**src/rtl/mix_col_sequencer.sv**
```systemverilog
// mix_col_sequencer: column-serial AES MixColumns/InvMixColumns engine (one 32-bit column per cycle)
// Ports: i_clk, i_rst_n (async active-low); i_valid/o_ready + i_enc_dec/i_state accept a 128-bit state;
// o_valid/i_ready present o_state; i_flush aborts to IDLE; o_busy is high in BUSY or DONE.
// Optional macro MIXCOL_LAST_ROUND_BYPASS_EN adds i_bypass: accepted state goes straight to DONE unmixed.
module mix_invmix_col (
  input  logic [31:0] col,
  input  logic        enc_dec,
  output logic [31:0] res
);
  function automatic logic [7:0] xt(input logic [7:0] b);
    return {b[6:0], 1'b0} ^ (b[7] ? 8'h1b : 8'h00);
  endfunction
  logic [7:0] u, v, p0, p1, p2, p3;
  // InvMixColumns = MixColumns applied after a {04,00,05,00}-style preconditioning step
  always_comb begin
    u = enc_dec ? 8'h00 : xt(xt(col[31:24] ^ col[15:8]));
    v = enc_dec ? 8'h00 : xt(xt(col[23:16] ^ col[7:0]));
    p0 = col[31:24] ^ u;
    p1 = col[23:16] ^ v;
    p2 = col[15:8] ^ u;
    p3 = col[7:0] ^ v;
    res = {xt(p0 ^ p1) ^ p1 ^ p2 ^ p3, xt(p1 ^ p2) ^ p2 ^ p3 ^ p0,
           xt(p2 ^ p3) ^ p3 ^ p0 ^ p1, xt(p3 ^ p0) ^ p0 ^ p1 ^ p2};
  end
endmodule

module mix_col_sequencer #(
  parameter int NUM_COLS = 4
) (
  input  logic         i_clk,
  input  logic         i_rst_n,
  input  logic         i_flush,
  input  logic         i_valid,
  output logic         o_ready,
  input  logic         i_enc_dec,
  input  logic [127:0] i_state,
  output logic         o_valid,
  input  logic         i_ready,
  output logic [127:0] o_state,
  output logic         o_busy
`ifdef MIXCOL_LAST_ROUND_BYPASS_EN
  ,
  input  logic         i_bypass
`endif
);
  if (NUM_COLS != 4) begin : g_bad_num_cols
    $error("mix_col_sequencer: NUM_COLS must be 4");
  end
  typedef enum logic [1:0] {IDLE, BUSY, DONE} state_t;
  state_t st, nxt;
  logic [1:0] col_cnt;
  logic [3:0][31:0] in_cols, out_cols;
  logic enc_dec, accept, bypass;
  logic [31:0] col_res;
`ifdef MIXCOL_LAST_ROUND_BYPASS_EN
  assign bypass = i_bypass;
`else
  assign bypass = 1'b0;
`endif
  assign accept = (st == IDLE) && i_valid && !i_flush;
  assign o_ready = (st == IDLE);
  assign o_valid = (st == DONE);
  assign o_busy = (st != IDLE);
  assign o_state = out_cols;
  // column 0 sits in the MSBs, so packed index 3 - col_cnt == ~col_cnt
  mix_invmix_col u_col (.col(in_cols[~col_cnt]), .enc_dec(enc_dec), .res(col_res));
  always_comb begin
    nxt = st;
    if (i_flush) nxt = IDLE;
    else if (accept) nxt = bypass ? DONE : BUSY;
    else if (st == BUSY && col_cnt == 2'd3) nxt = DONE;
    else if (st == DONE && i_ready) nxt = IDLE;
  end
  always_ff @(posedge i_clk or negedge i_rst_n) begin
    if (!i_rst_n) st <= IDLE;
    else st <= nxt;
  end
  always_ff @(posedge i_clk or negedge i_rst_n) begin
    if (!i_rst_n) begin
      col_cnt <= 2'd0;
      in_cols <= '0;
      enc_dec <= 1'b0;
      out_cols <= '0;
    end else begin
      col_cnt <= (st == BUSY && !i_flush) ? col_cnt + 2'd1 : 2'd0;
      if (accept) begin
        in_cols <= i_state;
        enc_dec <= i_enc_dec;
      end
      if (accept && bypass) out_cols <= i_state;
      if (st == BUSY && !i_flush) out_cols[~col_cnt] <= col_res;
    end
  end
endmodule

```
**config.mk**
```make
export PLATFORM = sky130hd
export DESIGN_NAME = mix_col_sequencer
export DESIGN_NICKNAME = d
export VERILOG_FILES = /design/src/rtl/mix_col_sequencer.sv
export SDC_FILE = /design/constraint.sdc
export NUM_CORES = 1
export LEC_CHECK = 0
export ABC_AREA = 1
export BUFFER_PORTS_ARGS = -buffer_cell sky130_fd_sc_hd__buf_4
export CAP_MARGIN = 10
export CORE_ASPECT_RATIO = 0.5
export CORE_MARGIN = 8
export CORE_UTILIZATION = 40
export CTS_CLUSTER_DIAMETER = 200
export DETAILED_ROUTE_END_ITERATION = 7
export HOLD_SLACK_MARGIN = 0.03
export PLACE_DENSITY_LB_ADDON = 0.25
export SLEW_MARGIN = 20
export SYNTH_ARGS = -nofsm -noshare
export SYNTH_HDL_FRONTEND = slang
export SYNTH_SLANG_ARGS = --single-unit
```
**constraint.sdc**
```tcl
create_clock -name i_clk -period 3.3 [get_ports i_clk]
set_input_delay 0.33 -clock i_clk [delete_from_list [all_inputs] [get_ports i_clk]]
set_output_delay 0.33 -clock i_clk [all_outputs]
set_load 0.05 [all_outputs]
```
==> results.rst <==
.. list-table::
   :header-rows: 1

   * - Metric
     - Value
   * - Outcome
     - finished clean
   * - Final routed wirelength across all metal layers
     - 46.1 mm
   * - Leakage power figure
     - 0.00974 uW
   * - Hold Crit Class
     - in -> reg
   * - Share of synthesized area spent on multiplexers
     - 10.2%
   * - Clock slew at reported path FFs
     - 0.07 ns
   * - Launch point of the critical path
     - col_cnt[0]
   * - Final Setup Violations
     - 0
   * - Number of cells on the worst hold path
     - 2
   * - Total negative slack
     - 0 ns
   * - Combined area of all synthesized cells
     - 13700 um2
   * - Simple-gate share of the synthesized area
     - 32.5%
   * - Starting density of the core
     - 40.2%
   * - Count leader, synth
     - sky130_fd_sc_hd__nand2_1
   * - Area added between synthesis and finish
     - 34.5%
   * - Power density over the cells
     - 843 nW/um2
   * - Crit-path cells
     - clkinv_8, nand2_1, nand3_1, nand2_1, nand2_2, nand3_4, nand2_1, nand2_1, nand2_1, nand2_2, xor2_1, xor2_1, buf_4, nand2_1, nand2_1
   * - Max-capacitance violation count
     - 0
   * - Met2 Resource Use GR
     - 35.7%
   * - Grt peak-use layer
     - met2
   * - Detailed placer's ending HPWL
     - 32.3 mm
   * - Post-Synthesis Mean Instance Area
     - 8.19 um2
   * - Synthesized-area fraction occupied by ao, oa, aoi and oai cells
     - 1.14%
   * - Hold Violations, Final
     - 0
   * - Share of Yosys cell area claimed by the top area cell type
     - 47.6%
   * - Number of clock sinks seen by CTS
     - 261
   * - Routed Antenna Nets
     - 0
   * - Final clock period utilization by the worst path
     - 92.1%
   * - Number of library cell types mapped by synthesis
     - 35
   * - Worst IR Drop VDD
     - 0.000491 V
   * - Min Clock Period, post-route
     - 3.04 ns
   * - Placement-stage worst setup slack
     - 0.244 ns
   * - CP Capture Type
     - flip-flop
   * - Data required time at the worst endpoint
     - 3.78 ns
   * - Worst slew margin relative to its limit
     - 42.9%
   * - Sequential fraction of the synthesis area
     - 47.6%
   * - Maximum net fanout on the critical path
     - 63
   * - Max clock buf depth
     - 3
   * - Startpoint type of the worst setup path
     - flip-flop
   * - TritonCTS clock tree
     - done
   * - Post-synth top flop
     - sky130_fd_sc_hd__dfrtp_1
   * - Worst R2R Start
     - col_cnt[0]
   * - Number of global-route vias before repair
     - 12.8k
   * - Via Count
     - 12.8k
   * - Global placer's final weighted congestion
     - 0.941
   * - Most frequent cell on the critical path
     - sky130_fd_sc_hd__nand2_1
   * - Clock Skews
     - 0.0138 ns
   * - Number of remaining DRC errors
     - 0
   * - Detailed-router iteration count before antenna repair
     - 6
   * - Count of synthesis-stage warnings from yosys
     - 0
   * - Maximum clock frequency
     - 0.329 GHz
   * - Vias/cell
     - 5.05
   * - Number of register bits inferred by synthesis
     - 261
   * - Worst-Margin Slew
     - 0.857 ns
   * - Share of cells above drive strength 1
     - 24.9%
   * - Number of pins with negative max-slew slack in the final report
     - 0
   * - Kind of critical path
     - reg -> reg
   * - Post-synth EDFFs
     - 0
   * - Clk root buf
     - sky130_fd_sc_hd__clkbuf_16
   * - Number of design-rule violations left by the first detailed-router iteration
     - 913
   * - Die outline width
     - 278 um
   * - Maximum number of pins on one net before global-route repair
     - 136
   * - Met3 track utilization from global routing
     - 3.69%
   * - Count of buffers from port buffering
     - 264
   * - Synth cell count leaders
     - sky130_fd_sc_hd__nand2_1 (814), sky130_fd_sc_hd__dfrtp_1 (261), sky130_fd_sc_hd__nand3_1 (193)
   * - Fraction of registers with async set/reset
     - 100%
   * - Number of CTS-inserted buffers
     - 26
   * - Dominant cell type by area after synthesis
     - sky130_fd_sc_hd__dfrtp_1
   * - Largest family of logic cells by synthesized area
     - simple AND/OR/NAND/NOR gates
   * - Adder-cell share of the synthesized area
     - 0.365%
   * - Xor/xnor share of the synthesized area
     - 3.98%
   * - Worst hold path startpoint
     - i_state[37]
   * - Wire length per cell
     - 18.2 um
   * - Latest clock arrival within the worst-skew pair
     - 0.55 ns
   * - Wire length of the first global-routing pass
     - 72.8 mm
   * - Final setup margin
     - 0.262 ns
   * - Count of H-tree levels built during CTS
     - 1
   * - I/O pin cnt
     - 265
   * - Met1 track utilization from global routing
     - 30.4%
   * - Cell row count
     - 48
   * - Count of cells along the worst register-to-register path
     - 15
   * - Max incr delay on CP
     - 0.46 ns
   * - Initial antenna violation count
     - 5
   * - Floorplan core area
     - 34100 um2
   * - Die outline height
     - 147 um
   * - Cell at the slowest stage of the critical path
     - sky130_fd_sc_hd__dfrtp_2
   * - RSZ-0062 raised after global routing
     - no
   * - Gr ovfl total
     - 0
   * - Die area
     - 40800 um2
   * - Total number of nets in the final design
     - 2193
   * - Data arrival at the endpoint of the critical path
     - 3.52 ns
   * - Tot GR Track Use
     - 22.2%
   * - Synthesized netlist cell count
     - 1675
   * - Leading post-synthesis cells by cell area
     - sky130_fd_sc_hd__dfrtp_1 (48%), sky130_fd_sc_hd__nand2_1 (22%), sky130_fd_sc_hd__mux2_2 (10%), sky130_fd_sc_hd__nand3_1 (7.0%), sky130_fd_sc_hd__xor2_1 (2.2%)
   * - Number of post-CTS setup repair buffers
     - 0
   * - Number of nets in the synthesized netlist
     - 1813
## flip-flops by register name, indices dropped and copies added (netlist names)
name     cells
st           2
o_state    128
in_cols    128
enc_dec      1
col_cnt      2
## where the power goes
part           switching, uW  leakage [uW]  total (uW)  internal [uW]
logic                   5450       0.00601        7880           2420
registers                471       0.00327        4420           3950
clock network           1290      0.000456        3260           1970
total                   7210       0.00974       15600           8340
## critical path, delay by kind of cell (launching register included)
kind	cells	cell delay (ns)
simple gates	11	1.43
xor+xnor	2	0.60
buf+inv	2	0.47
flops	1	0.46
## area by class of cell
type	count	area, um2
Antenna cell	5	12.5
Fill cell	3160	15700
Clock inverter	6	138
Clock buffer	41	798
Multi-Input combinational cell	1285	6620
Sequential cell	261	6530
Timing Repair Buffer	418	3530
Inverter	63	249
Tap cell	450	563
## per-layer routing
layer | up-vias | share of wire (%)
met4 | 0 | 3.1
met3 | 89 | 5.7
met5 | - | 0
met1 | 6135 | 45
li1 | 6141 | -
met2 | 415 | 47
## cells in the final DEF (no fill, tap or decap), types with 5 or more instances in the layout
master,count
sky130_fd_sc_hd__mux2_2,124
sky130_fd_sc_hd__inv_1,41
sky130_fd_sc_hd__clkbuf_16,27
sky130_fd_sc_hd__xor2_1,34
sky130_fd_sc_hd__nand3b_1,5
sky130_fd_sc_hd__xor2_2,8
sky130_fd_sc_hd__inv_2,20
sky130_fd_sc_hd__clkbuf_8,7
sky130_fd_sc_hd__nor2_1,15
sky130_fd_sc_hd__xnor2_1,8
sky130_fd_sc_hd__o21ai_1,10
sky130_fd_sc_hd__diode_2,5
sky130_fd_sc_hd__nand4_1,25
sky130_fd_sc_hd__nand2_2,10
sky130_fd_sc_hd__buf_12,6
sky130_fd_sc_hd__clkbuf_1,7
sky130_fd_sc_hd__buf_4,287
sky130_fd_sc_hd__a21oi_1,11
sky130_fd_sc_hd__dlygate4sd3_1,124
sky130_fd_sc_hd__dfrtp_1,259
sky130_fd_sc_hd__nand3_1,193
sky130_fd_sc_hd__nand3_2,5
sky130_fd_sc_hd__nand2_1,814
## what timing repair did
item / in CTS / in global routing
setup endpoints to repair: 0 / 61
hold endpoints to repair: 204 / 1
gates resized for setup: 0 / 3
hold buffers: 123 / 1
## cells by family (layout without fill, tap and decap cells)
| family | Yosys count | count (layout) |
|---|---|---|
| DFF | 261 | 261 |
| adders and majority gates | 4 | 4 |
| buffers and inverters | 129 | 528 |
| other | 0 | 5 |
| xor gates and xnor gates | 52 | 52 |
| muxes | 124 | 124 |
| and+or+nand+nor | 1078 | 1078 |
| AOI/OAI and AO/OA | 27 | 27 |
## stage by stage
stage	power, uW	instances	util [%]	hold slack (ns)	area, um2
4_1_cts	15600	2523	54.0	0.0307	18400
6_report	15600	2529	54.1	0.0490	18400
5_1_grt	16500	2529	54.1	0.0301	18400
2_1_floorplan	9540	1675	-	0.0344	13700
3_5_place_dp	12200	2353	47.6	0.413	16200
3_3_place_gp	12100	2353	47.6	0.407	16200
## path summary, 6_finish.rpt
check | slack (ns) | endpoint
hold reg to reg | 0.48 | o_state[1]
min in group asynchronous | 0.38 | in_cols[109]
max in group asynchronous | 1.95 | o_state[110]
setup reg to reg | 0.26 | o_state[127]
setup / recovery | 0.26 | o_state[127]
hold / removal | 0.05 | in_cols[37]
(Power assumes the default switching activity.)
